File: src/rtl/game_pkg.sv
// +--------------------------------------------------------------------+
// | game_pkg : shared types and constants for the game sequencer       |
// | Rev 1.0  : initial release                                         |
// +--------------------------------------------------------------------+
`default_nettype none

package game_pkg;

  typedef enum logic [1:0] {
    IDLE = 2'd0,
    PLAY = 2'd1,
    OVER = 2'd2
  } state_e;

  localparam int SCREEN_W    = 640;
  localparam int SCREEN_H    = 480;
  localparam int SPRITE_SIZE = 32;
  localparam int SCORE_W     = 7;
  localparam int SPEED_MAX   = 7;

  // Folds the upper LFSR range back onto the screen; one subtraction
  // suffices while x_max >= 511.
  function automatic logic [9:0] spawn_col(input logic [9:0] v, input logic [9:0] x_max);
    return (v > x_max) ? v - (x_max + 10'd1) : v;
  endfunction

endpackage

`default_nettype wire

File: src/rtl/lfsr10.sv
// +--------------------------------------------------------------------+
// | lfsr10 : seeded 10-bit Fibonacci LFSR (taps 10,7) with enable      |
// | Rev 1.0  : initial release                                         |
// +--------------------------------------------------------------------+
`default_nettype none

module lfsr10 #(
  parameter logic [9:0] SEED = 10'h2A5
) (
  input  logic       CLOCK_50,
  input  logic       reset,
  input  logic       en,
  output logic [9:0] value
);

  logic [9:0] lfsr_q;
  logic [9:0] lfsr_d;

  always_comb begin
    lfsr_d = lfsr_q;
    if (en) lfsr_d = {lfsr_q[8:0], lfsr_q[9] ^ lfsr_q[6]};
  end

  always_ff @(posedge CLOCK_50) begin
    if (reset) lfsr_q <= SEED;
    else       lfsr_q <= lfsr_d;
  end

  assign value = lfsr_q;

endmodule

`default_nettype wire

File: src/rtl/game_sequencer.sv
// +--------------------------------------------------------------------+
// | game_sequencer : IDLE/PLAY/OVER control, spawn timing, score/speed |
// | Optional macro PAUSE_EN adds a level-sensitive pause input.        |
// | Rev 1.0  : initial release                                         |
// +--------------------------------------------------------------------+
`default_nettype none

module game_sequencer
  import game_pkg::*;
#(
  parameter int         SPAWN_FRAMES  = 90,
  parameter int         X_MAX         = 607,
  parameter int         SPEEDUP_SCORE = 8,
  parameter logic [9:0] LFSR_SEED     = 10'h2A5
) (
  input  logic               CLOCK_50,
  input  logic               reset,
  input  logic               start,
  input  logic               vsync,
  input  logic               player_drawing,
  input  logic               obstacle_drawing,
  input  logic               obstacle_done,
`ifdef PAUSE_EN
  input  logic               pause,
`endif
  output logic               obstacle_trigger,
  output logic [9:0]         obstacle_start_x,
  output logic [2:0]         speed,
  output logic               game_over,
  output logic [SCORE_W-1:0] score,
  output logic [SCORE_W-1:0] max_score,
  output logic               frame_tick
);

  localparam logic [12:0]        BASE_PERIOD  = 13'(SPAWN_FRAMES);
  localparam logic [12:0]        MIN_PERIOD   = 13'd16;
  localparam logic [9:0]         X_LIMIT      = 10'(X_MAX);
  localparam logic [SCORE_W-1:0] SCORE_SAT    = '1;
  localparam logic [SCORE_W-1:0] SPEEDUP_STEP = SCORE_W'(SPEEDUP_SCORE);
  localparam logic [2:0]         SPEED_TOP    = 3'(SPEED_MAX);

  state_e             state_q, state_d;
  logic               game_over_q, game_over_d;
  logic [SCORE_W-1:0] score_q, score_d;
  logic [SCORE_W-1:0] max_score_q, max_score_d;
  logic [2:0]         speed_q, speed_d;
  logic [9:0]         frame_cnt_q, frame_cnt_d;
  logic               coll_q, coll_d;
  logic               trig_q, trig_d;
  logic [9:0]         start_x_q, start_x_d;
  logic               tick_q, tick_d;
  logic               vs_meta_q, vs_meta_d;
  logic               vs_sync_q, vs_sync_d;
  logic               vs_prev_q, vs_prev_d;
  logic               start_prev_q, start_prev_d;

  logic [9:0]         lfsr;
  logic [9:0]         cand;
  logic [12:0]        reduce;
  logic [12:0]        period;
  logic [SCORE_W-1:0] score_inc;
  logic               start_rise;
  logic               paused;

`ifdef PAUSE_EN
  assign paused = pause;
`else
  assign paused = 1'b0;
`endif

  lfsr10 #(.SEED(LFSR_SEED)) u_lfsr (
    .CLOCK_50 (CLOCK_50),
    .reset    (reset),
    .en       (1'b1),
    .value    (lfsr)
  );

  assign cand       = spawn_col(lfsr, X_LIMIT);
  assign start_rise = start & ~start_prev_q;
  assign score_inc  = score_q + SCORE_W'(1);
  assign reduce     = {7'd0, speed_q, 3'd0} - 13'd8;

  // The 16-frame floor only bounds the speed-shortened period; base speed
  // uses SPAWN_FRAMES as configured.
  always_comb begin
    if (speed_q == 3'd1)                    period = BASE_PERIOD;
    else if (BASE_PERIOD < reduce + MIN_PERIOD) period = MIN_PERIOD;
    else                                    period = BASE_PERIOD - reduce;
  end

  always_comb begin
    state_d      = state_q;
    game_over_d  = game_over_q;
    score_d      = score_q;
    max_score_d  = max_score_q;
    speed_d      = speed_q;
    frame_cnt_d  = frame_cnt_q;
    coll_d       = coll_q;
    trig_d       = 1'b0;
    start_x_d    = start_x_q;
    vs_meta_d    = vsync;
    vs_sync_d    = vs_meta_q;
    vs_prev_d    = vs_sync_q;
    tick_d       = vs_prev_q & ~vs_sync_q;
    start_prev_d = start;

    case (state_q)
      IDLE, OVER: begin
        game_over_d = 1'b1;
        if (state_q == OVER && score_q > max_score_q) max_score_d = score_q;
        if (start_rise) begin
          state_d     = PLAY;
          game_over_d = 1'b0;
          score_d     = '0;
          speed_d     = 3'd1;
          frame_cnt_d = '0;
          coll_d      = 1'b0;
        end
      end
      PLAY: begin
        game_over_d = 1'b0;
        if (!paused) begin
          if (player_drawing & obstacle_drawing) coll_d = 1'b1;
          if ({3'd0, frame_cnt_q} >= period) begin
            trig_d      = 1'b1;
            start_x_d   = cand;
            frame_cnt_d = tick_q ? 10'd1 : 10'd0;
          end else if (tick_q) begin
            frame_cnt_d = frame_cnt_q + 10'd1;
          end
          if (obstacle_done && score_q != SCORE_SAT) begin
            score_d = score_inc;
            if ((score_inc % SPEEDUP_STEP) == '0 && speed_q != SPEED_TOP)
              speed_d = speed_q + 3'd1;
          end
          if (coll_q && tick_q) begin
            state_d     = OVER;
            game_over_d = 1'b1;
          end
        end
      end
      default: state_d = IDLE;
    endcase
  end

  always_ff @(posedge CLOCK_50) begin
    if (reset) begin
      state_q      <= IDLE;
      game_over_q  <= 1'b1;
      score_q      <= '0;
      max_score_q  <= '0;
      speed_q      <= 3'd1;
      frame_cnt_q  <= '0;
      coll_q       <= 1'b0;
      trig_q       <= 1'b0;
      start_x_q    <= '0;
      tick_q       <= 1'b0;
      vs_meta_q    <= 1'b0;
      vs_sync_q    <= 1'b0;
      vs_prev_q    <= 1'b0;
      start_prev_q <= 1'b0;
    end else begin
      state_q      <= state_d;
      game_over_q  <= game_over_d;
      score_q      <= score_d;
      max_score_q  <= max_score_d;
      speed_q      <= speed_d;
      frame_cnt_q  <= frame_cnt_d;
      coll_q       <= coll_d;
      trig_q       <= trig_d;
      start_x_q    <= start_x_d;
      tick_q       <= tick_d;
      vs_meta_q    <= vs_meta_d;
      vs_sync_q    <= vs_sync_d;
      vs_prev_q    <= vs_prev_d;
      start_prev_q <= start_prev_d;
    end
  end

  assign obstacle_trigger = trig_q;
  assign obstacle_start_x = start_x_q;
  assign speed            = speed_q;
  assign game_over        = game_over_q;
  assign score            = score_q;
  assign max_score        = max_score_q;
  assign frame_tick       = tick_q;

endmodule

`default_nettype wire

File: config.mk
export PLATFORM = sky130hd
export DESIGN_NAME = game_sequencer
export DESIGN_NICKNAME = d
export VERILOG_FILES = /design/src/rtl/game_pkg.sv /design/src/rtl/lfsr10.sv /design/src/rtl/game_sequencer.sv
export SDC_FILE = /design/constraint.sdc
export NUM_CORES = 1
export LEC_CHECK = 0
export BUFFER_PORTS_ARGS = -buffer_cell sky130_fd_sc_hd__buf_2
export CAP_MARGIN = 20
export CORE_MARGIN = 2
export CORE_UTILIZATION = 50
export DETAILED_ROUTE_END_ITERATION = 16
export GPL_TIMING_DRIVEN = 0
export PLACE_DENSITY = 0.7
export SYNTH_ARGS = -nofsm -noshare
export SYNTH_HDL_FRONTEND = slang
export SYNTH_SLANG_ARGS = --single-unit
File: constraint.sdc
create_clock -name CLOCK_50 -period 4.2 [get_ports CLOCK_50]
set_input_delay 1.26 -clock CLOCK_50 [delete_from_list [all_inputs] [get_ports CLOCK_50]]
set_output_delay 1.26 -clock CLOCK_50 [all_outputs]
set_load 0.005 [all_outputs]
### Word level (Yosys, flattened, before mapping)

Index checks and enable logic that the tools add are counted.

* muxes and demuxes: 25
* divide/modulo/power cells: 0
* add/subtract/negate cells: 7
* reductions and logical operators: 16
* multiply operators: 0
* order comparisons: 4
* eq/ne operators: 11
* shift operators: 0
* bitwise gates (word level): 7

Operators by type and width (number)
* two-way mux 10 bit: 4
* two-way mux 13 bit: 2
* case mux 10 bit (2 select lines): 1
* two-way mux 7 bit: 2
* case mux 7 bit (2 select lines): 1
* greater-or-equal comparator 10 x 13 -> 1 bit: 1
* < comparator 7 x 13 -> 1 bit, first input constant: 1
* adder 10 x 1 -> 10 bit, second input constant: 1
* greater-than comparator 10 bit, second input constant: 1
* inequality test 2 bit, second input constant: 5
* subtractor 10 bit, second input constant: 1
* two-way mux 3 bit: 3
* AND reduction 3 bit: 3
* subtractor 8 x 7 -> 9 bit, first input constant: 1
* adder 7 x 6 -> 8 bit, second input constant: 1
* adder 7 x 1 -> 7 bit, second input constant: 1
* greater-than comparator 7 bit: 1
* logical NOT 7 bit: 1
* inequality test 7 bit, second input constant: 1
* subtractor 6 x 4 -> 7 bit, second input constant: 1
* two-way mux 1 bit: 6
* inequality test 3 bit, second input constant: 2
* case mux 3 bit (2 select lines): 1
* AND reduction 2 bit: 3
* other kinds (15): 25

* memory bits (read-only): 0
* logic and storage cells: 85
* bits in latches: 0
* input bits: 7
* memory bits (writable): 0
* memories kept: 0
* flip-flop bits (word level): 57
* output and inout port bits: 30

### Longest topological paths before layout

Gate-level depths: netlist (run 1).

* depth in word-level cells: 8
* gate-level depth with buffers: 15
* gate-level depth less buffers: 14

### Modules after synthesis

A second synthesis (run 1) with hierarchy kept.

* cell total of the unflattened synthesis: 350
* area total of the unflattened synthesis: 3019.1 um^2

Modules (own cells, without submodules)
* game_sequencer: cells an instance 317, sequential area each 940.9 um^2, instances 1, area an instance 2660.1 um^2
* lfsr10: cells an instance 33, sequential area each 200.2 um^2, instances 1, area an instance 359.1 um^2

### Worst setup path before layout (run 1)

OpenSTA, ideal clock, no wires.

* path kind: register to register
* start: register speed_q[0], in the netlist speed[0]
* end: register start_x_q[0], in the netlist obstacle_start_x[0]
* cell stages (with the launch flop): 15
* setup slack: 1075 ps
* library setup time: 121 ps
* clock period less this slack: 3125 ps
* buffers on the path: 0
* arrival: 3005 ps
* required time: 4079 ps
* cells stage by stage: dfxtp_1 -> inv_1 -> ha_1 -> xor2_1 -> ha_1 -> inv_1 -> o211ai_1 -> nand4_1 -> o2111ai_1 -> ha_1 -> a21o_1 -> a2111oi_4 -> o21ai_2 -> o21ai_4 -> mux2_2

* word-level cells in the longest chain between the ends: 7
* elaborated cells between the ends (all ways): 9
* those cells by class: add/sub: 3; order compare: 2; eq/ne: 1; mux: 2; reduce/logical: 1

RTL lines
* start, declared: RTL line game_sequencer.sv:46 `logic [2:0] speed_q, speed_d;`
* start signal, assigned: RTL line game_sequencer.sv:167 `speed_q <= speed_d;`
* subtractor 6 x 4 -> 7 bit: RTL line game_sequencer.sv:81 `assign reduce = {7'd0, speed_q, 3'd0} - 13'd8;`
* adder 7 x 6 -> 8 bit: RTL line game_sequencer.sv:87 `else if (BASE_PERIOD < reduce + MIN_PERIOD) period = MIN_PERIOD;`
* < comparator 7 x 13 -> 1 bit: RTL line game_sequencer.sv:87
* two-way mux 13 bit: RTL line game_sequencer.sv:87
* two-way mux 13 bit *: RTL line game_sequencer.sv:86 `if (speed_q == 3'd1) period = BASE_PERIOD;`
* greater-or-equal comparator 10 x 13 -> 1 bit *: RTL line game_sequencer.sv:124 `if ({3'd0, frame_cnt_q} >= period) begin`
* AND reduction 2 bit (no line) *
* end signal, assigned: RTL line game_sequencer.sv:171 `start_x_q <= start_x_d;`
* end, declared: RTL line game_sequencer.sv:50 `logic [9:0] start_x_q, start_x_d;`

Mark *: on every way between the ends. The rest lies on a longest branch, timed or not.
A chain may end at the register's enable or synchronous reset.

### Worst setup path after layout (run 1)

* start: register speed_q[0], in the netlist speed[0]
* end: register start_x_q[6], in the netlist obstacle_start_x[6]

The elaborated chain is that of the path after synthesis.

==> out/summary.md, run 1 <==
- dfxtp_1 — Most used DFF post-synth
- 80.51 µm — die span in y
- false — unrepaired setup endpoints after global routing
- obstacle_start_x[6]$_SDFFE_PP0P_ — reg-to-reg endpoint
- 2592 — total vias in the final route
- 3.75 ns — Worst Path Arrival
- 0 — final antenna diode count
- 0 — post-CTS setup-driven buffer insertion count
- 4.43 ns — required arrival time at the worst endpoint
- 0 ns — sum of negative setup slack
- vs_prev_d$_SDFF_PP0_ — worst hold start
- 14.92 µm — post-DR wirelength/cell
- 0 — Max Cap Viol
- 0.6934 ns — Post-Place Setup Slack
- built — clock tree from TritonCTS
- 0 — number of warnings reported in the yosys synthesis log
- 0 — count of nets left with antenna violations after detail routing
- 0.3899 — sequential element share of the synthesized area
- 2 — Max Root-Sink Buffers
- frame_tick$_SDFF_PP0_ — worst min-delay path endpoint
- 441 — cell count after placement
- 0.68 ns — slack of the worst reg-to-reg path
- 0.2287 — global router's overall resource usage
- 0 — Remaining DRCs
- 0 — setup violators final
- 57 — number of clock sinks seen by CTS
- 284.4 MHz — max frequency
- 457 — final instance count without filler cells
- 5.672 — number of vias per cell after detailed routing
- 333 — Post-Synthesis Cells
- 0.8530 — gpl congestion
- 0 — Post-synth EDFFs
- 11.35 mm — global-route wire length before repair
- flip-flop — type of element capturing the critical path
- flip-flop — Critical Path Start Type
- speed[0]$_SDFFE_PP1P_ — Crit. Startpoint
- 0 — number of antenna violations at the first check in global routing
- completed — result of the run
- 50 — Cell variety after synth
- 0 — final hold violations
- 14 — number of cells on the worst reg-to-reg path
- 199 — Starting DRT DRC Count
- 0 — post-cts repair resize count
- clkbuf_8 — root buffer selected by CTS
- 0 — Slew Viols, Final
- 8 — largest fanout on the critical path
- 0.5266 — max_slew headroom
- 360.0 mW/mm² — total power per unit cell area
- 3.516 ns — post-route minimum period
- 0.2673 mV — IR Drop Worst-Case VDD
- 9 — Inserted Clock Buffers
- 0.1870 — fraction of layout instances using a drive strength above 1
- 6.820 mm — wire length reported by the detailed router
- 4.767 mm — total half-perimeter wirelength after legalization and detailed placement
- 0.006129 ns — clock tree skew after final layout
- 27 — std cell rows
- 57 — flops & latches, synth
- 0.8371 — Final period util
- 0.07 ns — clock input transition at the sequential cells of the worst setup and hold paths
- 8.788 µm² — average cell area after synthesis
- 0 — share of flip-flops with an asynchronous set or reset
- flip-flop to flip-flop — category of the critical setup timing path
- 0.005574 mm² — core area
- speed[0]$_SDFFE_PP1P_ — Crit Reg-Reg Startpoint
- 0.002927 mm² — netlist area before placement
- 0.7086 ns — slew of the pin with the lowest slew margin
- 1 — number of cells traversed by the worst hold path
- 12 — largest net degree at the start of global routing
- 0.006481 mm² — Die ar.
- 409 — Layout Nets
- 2389 — via count of the first global-routing pass
- 36 — buffers added on ports
- 0 — leftover overflow at the end of global routing
- 80.51 µm — die width
- 0.34 ns — clk_lat worst skew
- 0.6841 ns — post-route setup slack
- 1.473 nW — cell leakage power
- 5 — router iterations before antenna repair
- 17.02% — layout overhead on the synthesized area
- 0.5250 — starting density of the core
- 3 — maximum level of the CTS H-tree
- 0 — hold-fix buffers at CTS
- flip-flop to flip-flop — worst hold path type
- 362 — Syn Nets
- 1.233 mW — post-route total power
- 37 — io pins
-- worst max path at each step --
stage / endpoint / slack, ns / cells after the start
2_1_floorplan: obstacle_start_x[0]$_SDFFE_PP0P_ / 1.07 / 14
3_3_place_gp: obstacle_start_x[6]$_SDFFE_PP0P_ / 0.76 / 12
3_5_place_dp: obstacle_start_x[6]$_SDFFE_PP0P_ / 0.69 / 12
4_1_cts: obstacle_start_x[6]$_SDFFE_PP0P_ / 0.67 / 14
5_1_grt: obstacle_start_x[6]$_SDFFE_PP0P_ / 0.49 / 14
6_report: obstacle_start_x[6]$_SDFFE_PP0P_ / 0.68 / 14
-- state kept, by name (all words and copies together) (netlist names) --
register and cells:
frame_cnt_q 10, obstacle_start_x 10, u_lfsr.value 10, max_score 7
score 7, speed 3, state_q 2, coll_q 1
frame_tick 1, game_over 1, obstacle_trigger 1, start_prev_q 1
vs_meta_q 1, vs_prev_d 1, vs_prev_q 1
-- cell usage in the layout (no fill, tap or decap), types with 3 or more instances in the layout --
cell	count
nand4_1	15
ha_1	22
and3_1	4
xnor2_1	5
and2_1	3
nor2b_1	15
nor3b_1	3
clkbuf_1	9
clkbuf_8	10
nand3_1	7
inv_1	19
o211ai_1	5
a31oi_1	4
mux2i_1	10
o31ai_1	5
o21ai_0	15
or2_2	4
a21oi_1	17
nand2_1	39
dfxtp_1	57
buf_2	39
nor2_1	21
nand2b_1	5
nor3_1	5
mux2_2	5
a211oi_1	5
-- logic make-up after synthesis --
kind of cell	after synthesis	share of synthesized area
simple gates	127	0.2202
other cells	1	0.001281
compound gates	72	0.1770
mux	15	0.05344
flops	57	0.3899
fa+ha+maj	22	0.09406
buf+inv	33	0.04617
xor+xnor	6	0.01796
-- worst max-delay path, cell delays in order, from the launching register on --
cell and delay [ns]:
dfxtp_1 0.47, inv_1 0.13, ha_1 0.32, inv_1 0.09, ha_1 0.32, inv_1 0.06
o211ai_1 0.08, nand4_1 0.14, o2111ai_1 0.14, ha_1 0.24, a21o_1 0.18, a2111oi_4 0.40
o21ai_2 0.16, o21ai_4 0.31, mux2_2 0.38
-- where the power goes --
part	internal, mW	switching, mW	leakage [nW]
Combinational	0.0312	0.0526	0.897
Clock	0.352	0.231	0.113
Sequential	0.553	0.0133	0.464
-- layout make-up --
type	instances	area [µm²]
fill	501	2150
inverter	20	75.07
tap	72	90.09
multi-input combinational	243	1650
clock inverter	6	90.09
buffer	13	60.06
timing repair buffer	36	180.2
clock buffer	10	137.6
sequential	57	1141
-- through the flow --
step | instance area (µm²) | hold slack [ns] | util
after floorplan | 2927 | 0.3885 | -
after global placement | 3197 | 0.3941 | 0.5735
after detailed placement | 3197 | 0.4007 | 0.5735
after CTS | 3425 | 0.4137 | 0.6144
after global routing | 3425 | 0.4582 | 0.6144
final | 3425 | 0.4124 | 0.6144
-- synth_stat cells, types with 7 or more instances --
cell type / count / area (µm²)
clkbuf_1: 9 / 33.78
dfxtp_1: 57 / 1141
inv_1: 19 / 71.32
o21ai_0: 15 / 75.07
a21oi_1: 17 / 85.08
nand3_1: 7 / 35.03
nor2b_1: 15 / 93.84
mux2i_1: 10 / 100.1
nand4_1: 15 / 93.84
ha_1: 22 / 275.3
nor2_1: 21 / 78.83
nand2_1: 39 / 146.4
-- metal layers --
layer,global-route usage,share of wire,vias to the layer above,routed length (µm)
li1,-,-,1292,-
met1,0.2913,0.46,1217,3155
met2,0.3633,0.47,72,3214
met3,0.07079,0.054,11,370
met4,0.08305,0.012,0,80
met5,0,0,-,0
No activity file was read; power rests on OpenSTA's default activity.
==> run 2: changes to the inputs <==
--- a/config.mk
+++ b/config.mk
@@ -5,13 +5,14 @@
 export SDC_FILE = /design/constraint.sdc
 export NUM_CORES = 1
 export LEC_CHECK = 0
+export ABC_AREA = 1
 export BUFFER_PORTS_ARGS = -buffer_cell sky130_fd_sc_hd__buf_2
 export CAP_MARGIN = 20
 export CORE_MARGIN = 2
 export CORE_UTILIZATION = 50
 export DETAILED_ROUTE_END_ITERATION = 16
 export GPL_TIMING_DRIVEN = 0
-export PLACE_DENSITY = 0.7
+export PLACE_DENSITY = 0.73
 export SYNTH_ARGS = -nofsm -noshare
 export SYNTH_HDL_FRONTEND = slang
 export SYNTH_SLANG_ARGS = --single-unit
==> constraint.sdc (replaced) <==
create_clock -name CLOCK_50 -period 2.9 [get_ports CLOCK_50]
set_input_delay 0.87 -clock CLOCK_50 [delete_from_list [all_inputs] [get_ports CLOCK_50]]
set_output_delay 0.87 -clock CLOCK_50 [all_outputs]
set_load 0.005 [all_outputs]
==> run 2 against run 1 <==
Flip-flop and latch count did not move. Hold slack got worse by 0.0054 ns. Register-to-register slack got worse by 0.60 ns. Largest power group is now sequential cells. Non-clock buffer count rose by 7. Setup slack got worse by 0.60 ns. Critical endpoint is now obstacle_start_x[7]$_SDFFE_PP0P_. Via count rose by 13%. Cell area rose by 12%. Highest routed layer unchanged. Clock-buffer cell count rose by 4. Core utilization rose by 2.7 points. Sequential share of layout area fell by 3.2 points.
==> out/summary.md, run 2 <==
- 0 — number of warnings reported in the yosys synthesis log, unchanged
- 128 — Starting DRT DRC Count, -36%
- 571 — final instance count without filler cells, +25%
- nand2_1 (89), inv_1 (59), dfxtp_1 (55), nor2_1 (48), buf_2 (36) — most used cells in the layout excluding fill and tap cells
- dfxtp_1 — Most used DFF post-synth
- 2.819 ns — post-route minimum period, -0.6968 ns
- 494.9 mW/mm² — total power per unit cell area, +37%
- 0.003357 mm² — post-place instance area, +5.0%
- 0.008579 ns — clock tree skew after final layout, +0.002450 ns
- 0.6404 — max_slew headroom, +0.1138
- flip-flop to flip-flop — worst hold path type
- 0 — final antenna diode count, unchanged
- true — unrepaired setup endpoints after global routing
- 436 — Post-Synthesis Cells, +31%
- dfxtp_1 — cell type contributing the most total cell area after synthesis
- 4 — router iterations before antenna repair, -1
- 12.40 µm — post-DR wirelength/cell, -17%
- 0 — count of nets left with antenna violations after detail routing, unchanged
- 0.08092 ns — post-route setup slack, -0.6032 ns
- 35 — buffers added on ports, -2.8%
- 23.66% — layout overhead on the synthesized area
- 1.890 mW — post-route total power, +53%
- 1.839 nW — cell leakage power, +25%
- 5 — largest fanout on the critical path, -3
- 0.5185 — starting density of the core, -0.006541
- 0.9721 — Final period util, +0.1350
- 57 — flops & latches, synth, unchanged
- 520 — Layout Nets, +27%
- 7.081 mm — wire length reported by the detailed router, +3.8%
- 57 — number of clock sinks seen by CTS, unchanged
- 4.939 mm — total half-perimeter wirelength after legalization and detailed placement, +3.6%
- nand2_1 — leading cell type by number of instances after synthesis
- built — clock tree from TritonCTS
- 34 — Cell variety after synth, -32%
- 3.06 ns — Worst Path Arrival, -0.69 ns
- flip-flop to flip-flop — category of the critical setup timing path
- 0.34 ns — clk_lat worst skew, about the same
- 11 — largest net degree at the start of global routing, -1
- 0 — final hold violations, unchanged
- 0 — Post-synth EDFFs, unchanged
- 2556 — via count of the first global-routing pass, +7.0%
- 0 ns — sum of negative setup slack, unchanged
- 0.003819 mm² — final std cell area, no fill, +12%
- 0 — Remaining DRCs, unchanged
- 0 — Slew Viols, Final, unchanged
- flip-flop — Critical Path Start Type
- 546 — cell count after placement, +24%
- 5.110 — number of vias per cell after detailed routing, -9.9%
- 0 — share of flip-flops with an asynchronous set or reset, unchanged
- clkbuf_8 — root buffer selected by CTS
- 3.14 ns — required arrival time at the worst endpoint, -1.29 ns
- dfxtp_1 (37%), nand2_1 (11%), ha_1 (8.9%) — largest cells by area after synthesis
- nand2_1 — most common cell after layout, fill and taps aside
- 7.082 µm² — average cell area after synthesis, -19%
- 11.13 mm — global-route wire length before repair, -1.9%
- 9 — Inserted Clock Buffers, unchanged
- 0 — leftover overflow at the end of global routing, unchanged
- 0.2339 — fraction of layout instances using a drive strength above 1, +0.04686
- 0.3695 — Yosys top cell area share, -0.02038
- 2 — Max Root-Sink Buffers, unchanged
- 82.59 µm — die span in y, +2.6%
- 3 — maximum level of the CTS H-tree, unchanged
- 0.006820 mm² — Die ar., +5.2%
- 0.005956 mm² — core area, +6.8%
- 465 — Syn Nets, +28%
- 0.3695 — sequential element share of the synthesized area, -0.02038
- 0.5394 ns — slew of the pin with the lowest slew margin, -0.1691 ns
- 2918 — total vias in the final route, +13%
- completed — result of the run
- 0 — number of antenna violations at the first check in global routing, unchanged
- 354.7 MHz — max frequency, +25%
- 0.003088 mm² — netlist area before placement, +5.5%
- 0 — setup violators final, unchanged
- nand2_1 (93), inv_1 (62), dfxtp_1 (57) — most frequent cells after synthesis
- 28 — std cell rows, +3.7%
- 0.06 ns — clock input transition at the sequential cells of the worst setup and hold paths, about the same
- 0.3786 mV — IR Drop Worst-Case VDD, +42%
- 0 — Max Cap Viol, unchanged
- flip-flop — type of element capturing the critical path
- -0.3200 ns — Post-Place Setup Slack, -1.013 ns
- 37 — io pins, unchanged
- 0.8802 — gpl congestion, +3.2%
- 82.59 µm — die width, +2.6%
- 0.2127 — global router's overall resource usage, -0.01602
==> run 2: changes by cell type after synthesis, sizes merged, moves of 5 or more <==
cell / delta
nand2b: -5
o31ai: -5
mux2i: -10
a211oi: -5
nor2: +33
nand3: +38
inv: +46
xnor2: -5
nor2b: -15
nand2: +57
a21oi: +21
mux2: -5
==> run 2: kinds of logic (layout without fill, tap and decap cells) <==
group	Yosys count	count (layout)	synth area share
other	1	1	0.001214
and+or+nand+nor	212	212	0.3059
DFF	57	57	0.3695
buffers and inverters	78	138	0.1078
AOI/OAI and AO/OA	62	62	0.1151
adders and majority gates	22	22	0.08914
xor gates and xnor gates	4	4	0.01134
==> run 2: path summary, 6_finish.rpt <==
| check | start | endpoint | slack (ns) | depth (start not counted) |
|---|---|---|---|---|
| worst max-delay path | speed[1]$_SDFFE_PP0P_ | obstacle_start_x[7]$_SDFFE_PP0P_ | 0.08 | 20 |
| worst min-delay path | vs_meta_q$_SDFF_PP0_ | vs_prev_d$_SDFF_PP0_ | 0.41 | 2 |
| worst max register to register | speed[1]$_SDFFE_PP0P_ | obstacle_start_x[7]$_SDFFE_PP0P_ | 0.08 | 20 |
| worst min register to register | vs_meta_q$_SDFF_PP0_ | vs_prev_d$_SDFF_PP0_ | 0.41 | 2 |
==> run 2: what timing repair did <==
action / in CTS / in global routing
hold buffers: 0 / 0
setup buffers: 5 / 3
pin swaps: 7 / 21
endpoints found under the setup margin: 21 / 21
cloned: 0 / 1
gates resized for setup: 14 / 30
==> run 2: cell type report <==
class,instances,area [µm²]
Buffer,12,87.58
Fill cell,511,2137
Inverter,66,254.0
Clock buffer,14,172.7
Clock inverter,2,35.03
Timing Repair Buffer,44,272.8
Tap cell,75,93.84
Multi-Input combinational cell,301,1754
Sequential cell,57,1149
==> run 2: metrics by stage <==
step	hold slack, ns	utilization
CTS	0.4091	0.6147
floorplan	0.3883	-
global route	0.4307	0.6412
detailed placement	0.3971	0.5637
finish	0.4070	0.6412
global placement	0.3908	0.5637
==> run 2: report_power, final <==
group / internal (mW) / total, mW / switching [mW]
combinational: 0.107 / 0.280 / 0.172
sequential: 0.810 / 0.835 / 0.0250
clock: 0.466 / 0.776 / 0.309
==> run 2: per-layer routing <==
| metal | GRT usage | vias up | wire, µm |
|---|---|---|---|
| met3 | 0.05870 | 14 | 320 |
| met5 | 0 | - | 0 |
| met4 | 0.07049 | 0 | 135 |
| met1 | 0.2652 | 1331 | 3211 |
| li1 | - | 1509 | - |
| met2 | 0.3548 | 64 | 3413 |
==> run 2: worst max-delay path, stage by stage, from the launching register on <==
cell and delay, ns:
dfxtp_4 0.37, inv_4 0.05, ha_4 0.26, inv_2 0.05, ha_1 0.30, inv_1 0.06
o211ai_1 0.09, nand2_1 0.08, o21ai_2 0.06, nand3b_1 0.21, ha_4 0.30, nand3_1 0.07
nor2_1 0.15, nand2_2 0.10, nand3_4 0.10, nand2_4 0.09, inv_4 0.09, clkbuf_16 0.15
nand3_2 0.06, nand2_1 0.06, inv_1 0.03
==> run 3: changes to the inputs <==
--- a/config.mk
+++ b/config.mk
@@ -6,7 +6,7 @@
 export NUM_CORES = 1
 export LEC_CHECK = 0
 export ABC_AREA = 1
-export BUFFER_PORTS_ARGS = -buffer_cell sky130_fd_sc_hd__buf_2
+export BUFFER_PORTS_ARGS = -buffer_cell sky130_fd_sc_hd__clkbuf_2
 export CAP_MARGIN = 20
 export CORE_MARGIN = 2
 export CORE_UTILIZATION = 50
==> run 3 against run 2 <==
Clock power is 3.9% higher. Fmax down 2.6%. Die area stayed put. Clock skew increased by 0.0050 ns. Cell area decreased by 1.2%. Hold slack is essentially flat. Critical path type unchanged. Largest cell class unchanged.
==> out/summary.md, run 3 (synthesis results as in run 2) <==
- completed — result of the run
- 0.150 — combinational group share of total power, +0.002
- 0.01356 ns — clock tree skew after final layout, +0.004979 ns
- 0.5179 ns — slew of the pin with the lowest slew margin, -0.02152 ns
- 0.417 — clock share of power, +0.007
- 0.07 ns — clock input transition at the sequential cells of the worst setup and hold paths, about the same
- 0.4248 mV — IR Drop Worst-Case VDD, +12%
- 0.2077 — fraction of layout instances using a drive strength above 1, -0.02621
- 1.404 mW — internal power consumption, +1.5%
- 5 — count of buffer and inverter cells on the critical path, -1
- built — clock tree from TritonCTS
- 6 — largest fanout on the critical path, +1
- 37 — io pins, unchanged
- 0 — number of antenna violations at the first check in global routing, unchanged
- 345.6 MHz — max frequency, -2.6%
- 0.38 ns — worst stage delay on the critical path, about the same
- 28 — std cell rows, unchanged
- 19 — number of cells on the worst reg-to-reg path, -5.0%
- inv_4 > ha_4 > xor2_4 > ha_4 > inv_2 > o211ai_1 > nand2_1 > o21ai_1 > nand2_1 > buf_4 > ha_1 > nand3_1 > inv_1 > nand2_1 > nand3_4 > nand2_8 > buf_6 > nand3_1 > a21oi_1 — cell-by-cell listing of the critical path
- 0 — Slew Viols, Final, unchanged
- 19 — cell count along the critical path, -5.0%
- 0.6334 — final core utilization, -0.007773
- 512.0 mW/mm² — total power per unit cell area, +3.5%
- 0.005956 mm² — core area, unchanged
- 7.056 mm — wire length reported by the detailed router, -0.35%
- 2967 — total vias in the final route, +1.7%
- 1.776 nW — cell leakage power, -3.4%
- 11.50 mm — global-route wire length before repair, +3.3%
- 82.59 µm — die width, unchanged
- nand2_1 — cell with the most instances on the worst path
- 2.894 ns — post-route minimum period, +0.07471 ns
- 2705 — via count of the first global-routing pass, +5.8%
- 11 — largest net degree at the start of global routing, unchanged
- 159 — Starting DRT DRC Count, +24%
- 2 — Max Root-Sink Buffers, unchanged
- flip-flop — Critical Path Start Type
- 82.59 µm — die span in y, unchanged
- 3 — maximum level of the CTS H-tree, unchanged
- clkbuf_8 — root buffer selected by CTS
- adder cells — critical path's top delay family
- 0 — final antenna diode count, unchanged
- -0.3040 ns — Post-Place Setup Slack, +0.01603 ns
- flip-flop to flip-flop — category of the critical setup timing path
- 3.14 ns — Worst Path Arrival, +0.08 ns
- flip-flop to flip-flop — worst hold path type
- 0.34 ns — clk_lat worst skew, about the same
- 0 — setup violators final, unchanged
- nand2_1 — most common cell after layout, fill and taps aside
- 0 — hold-fix buffers at CTS, unchanged
- 520 — Layout Nets, unchanged
- 0 — Remaining DRCs, unchanged
- 22.16% — layout overhead on the synthesized area
- 537 — FILL cells, +5.1%
- 3.15 ns — required arrival time at the worst endpoint, about the same
- true — unrepaired setup endpoints after global routing
- 12.36 µm — post-DR wirelength/cell, -0.35%
- 0.2185 — global router's overall resource usage, +0.005747
- 0 — final hold violations, unchanged
- frame_cnt_q[1]$_SDFFE_PP0P_ — reg-to-reg endpoint
- 0.2729 — net switching fraction of the power, +0.005067
- 0.006208 ns — post-route setup slack, -0.07471 ns
- speed[1]$_SDFFE_PP0P_ — Crit. Startpoint
- 0.9979 — Final period util, +0.02576
- 0.001149 mm² — Storage cell area, unchanged
- speed[1]$_SDFFE_PP0P_ — Crit Reg-Reg Startpoint
- 0.5185 — starting density of the core, unchanged
- frame_cnt_q[1]$_SDFFE_PP0P_ — timing endpoint of the critical path
- flip-flop — type of element capturing the critical path
- 57 — number of clock sinks seen by CTS, unchanged
- 0 — leftover overflow at the end of global routing, unchanged
- 0 — Max Cap Viol, unchanged
- 0 — count of nets left with antenna violations after detail routing, unchanged
- 9 — Inserted Clock Buffers, unchanged
- 0.006 ns — slack of the worst reg-to-reg path, -0.07 ns
- 527.1 µW — Net Switching, +4.1%
- 0.006820 mm² — Die ar., unchanged
- 4.967 mm — total half-perimeter wirelength after legalization and detailed placement, +0.55%
- 0 ns — sum of negative setup slack, unchanged
- nand2_1 (91), inv_1 (59), dfxtp_1 (55), nor2_1 (49), nand3_1 (41) — most used cells in the layout excluding fill and tap cells
- dfxtp_4 — worst-path cell with the longest stage delay
- 5.196 — number of vias per cell after detailed routing, +1.7%
- 0.8795 — gpl congestion, about the same
- 35 — buffers added on ports, unchanged
- 0.433 — share of total power in sequential cells, -0.009
- 0.003772 mm² — final std cell area, no fill, -1.2%
- 5 — router iterations before antenna repair, +1
- 0.003357 mm² — post-place instance area, unchanged
- 0.001712 mm² — area taken by multi-input logic gates, -2.4%
- 0.6547 — max_slew headroom, +0.01430
## run 3: changes by cell type in the layout (fill, tap and decap cells not counted), moves of 2 or more
cell,delta
nand3_1,+7
nand2_4,-2
a21oi_2,-4
clkbuf_2,+35
buf_2,-35
nand3_2,-6
clkinv_2,+2
clkbuf_8,-3
a21oi_1,+3
o21ai_1,+2
nand2_1,+2
## run 3: repair_timing
item / CTS / global route
setup endpoints to repair: 21 / 21
resized for setup: 12 / 22
setup buffers: 5 / 3
pin swaps: 4 / 12
gates cloned: 0 / 1
## run 3: power groups by stage
stage / registers, mW / clock network (mW) / logic (mW)
after floorplan: 0.846 / 0 / 0.179
after detailed placement: 0.853 / 0 / 0.236
final: 0.837 / 0.806 / 0.289
after CTS: 0.833 / 0.813 / 0.260
after global placement: 0.852 / 0 / 0.227
after global routing: 0.840 / 0.845 / 0.328
## run 3: worst min-delay path by stage
stage | start | endpoint | cells past startpoint
after floorplan | vs_meta_q$_SDFF_PP0_ | vs_prev_d$_SDFF_PP0_ | 2
after global placement | vs_meta_q$_SDFF_PP0_ | vs_prev_d$_SDFF_PP0_ | 2
after detailed placement | vs_meta_q$_SDFF_PP0_ | vs_prev_d$_SDFF_PP0_ | 2
after CTS | vs_meta_q$_SDFF_PP0_ | vs_prev_d$_SDFF_PP0_ | 2
after global routing | vs_meta_q$_SDFF_PP0_ | vs_prev_d$_SDFF_PP0_ | 2
final | vs_meta_q$_SDFF_PP0_ | vs_prev_d$_SDFF_PP0_ | 2
## run 3: layout make-up
type	count	share of cell area
tap	75	0.02488
clock inverter	6	0.02189
clock buffer	10	0.03383
timing repair buffer	44	0.06998
inverter	66	0.06799
buffer	12	0.02322
multi-input combinational	301	0.4537
sequential	57	0.3045
## run 3: stage by stage
stage	total power, mW	hold WS (ns)	instances
2_1_floorplan	1.025	0.3883	436
3_3_place_gp	1.079	0.3908	546
3_5_place_dp	1.089	0.3997	546
4_1_cts	1.906	0.4101	567
5_1_grt	2.013	0.4307	571
6_report	1.931	0.4068	571
## run 3: layer usage
metal / GRT usage / up-vias / wire length (µm)
li1: - / 1518 / -
met4: 0.08197 / 0 / 71
met5: 0 / - / 0
met3: 0.05000 / 8 / 344
met2: 0.3758 / 76 / 3441
met1: 0.2651 / 1365 / 3198
## run 3: worst register-to-register path: stages, from the launching register on
cell	delay (ns)
dfxtp_4	0.38
inv_4	0.05
ha_4	0.17
xor2_4	0.16
ha_4	0.29
inv_2	0.03
o211ai_1	0.17
nand2_1	0.07
o21ai_1	0.09
nand2_1	0.10
buf_4	0.14
ha_1	0.29
nand3_1	0.11
inv_1	0.05
nand2_1	0.11
nand3_4	0.12
nand2_8	0.11
buf_6	0.12
nand3_1	0.06
a21oi_1	0.19
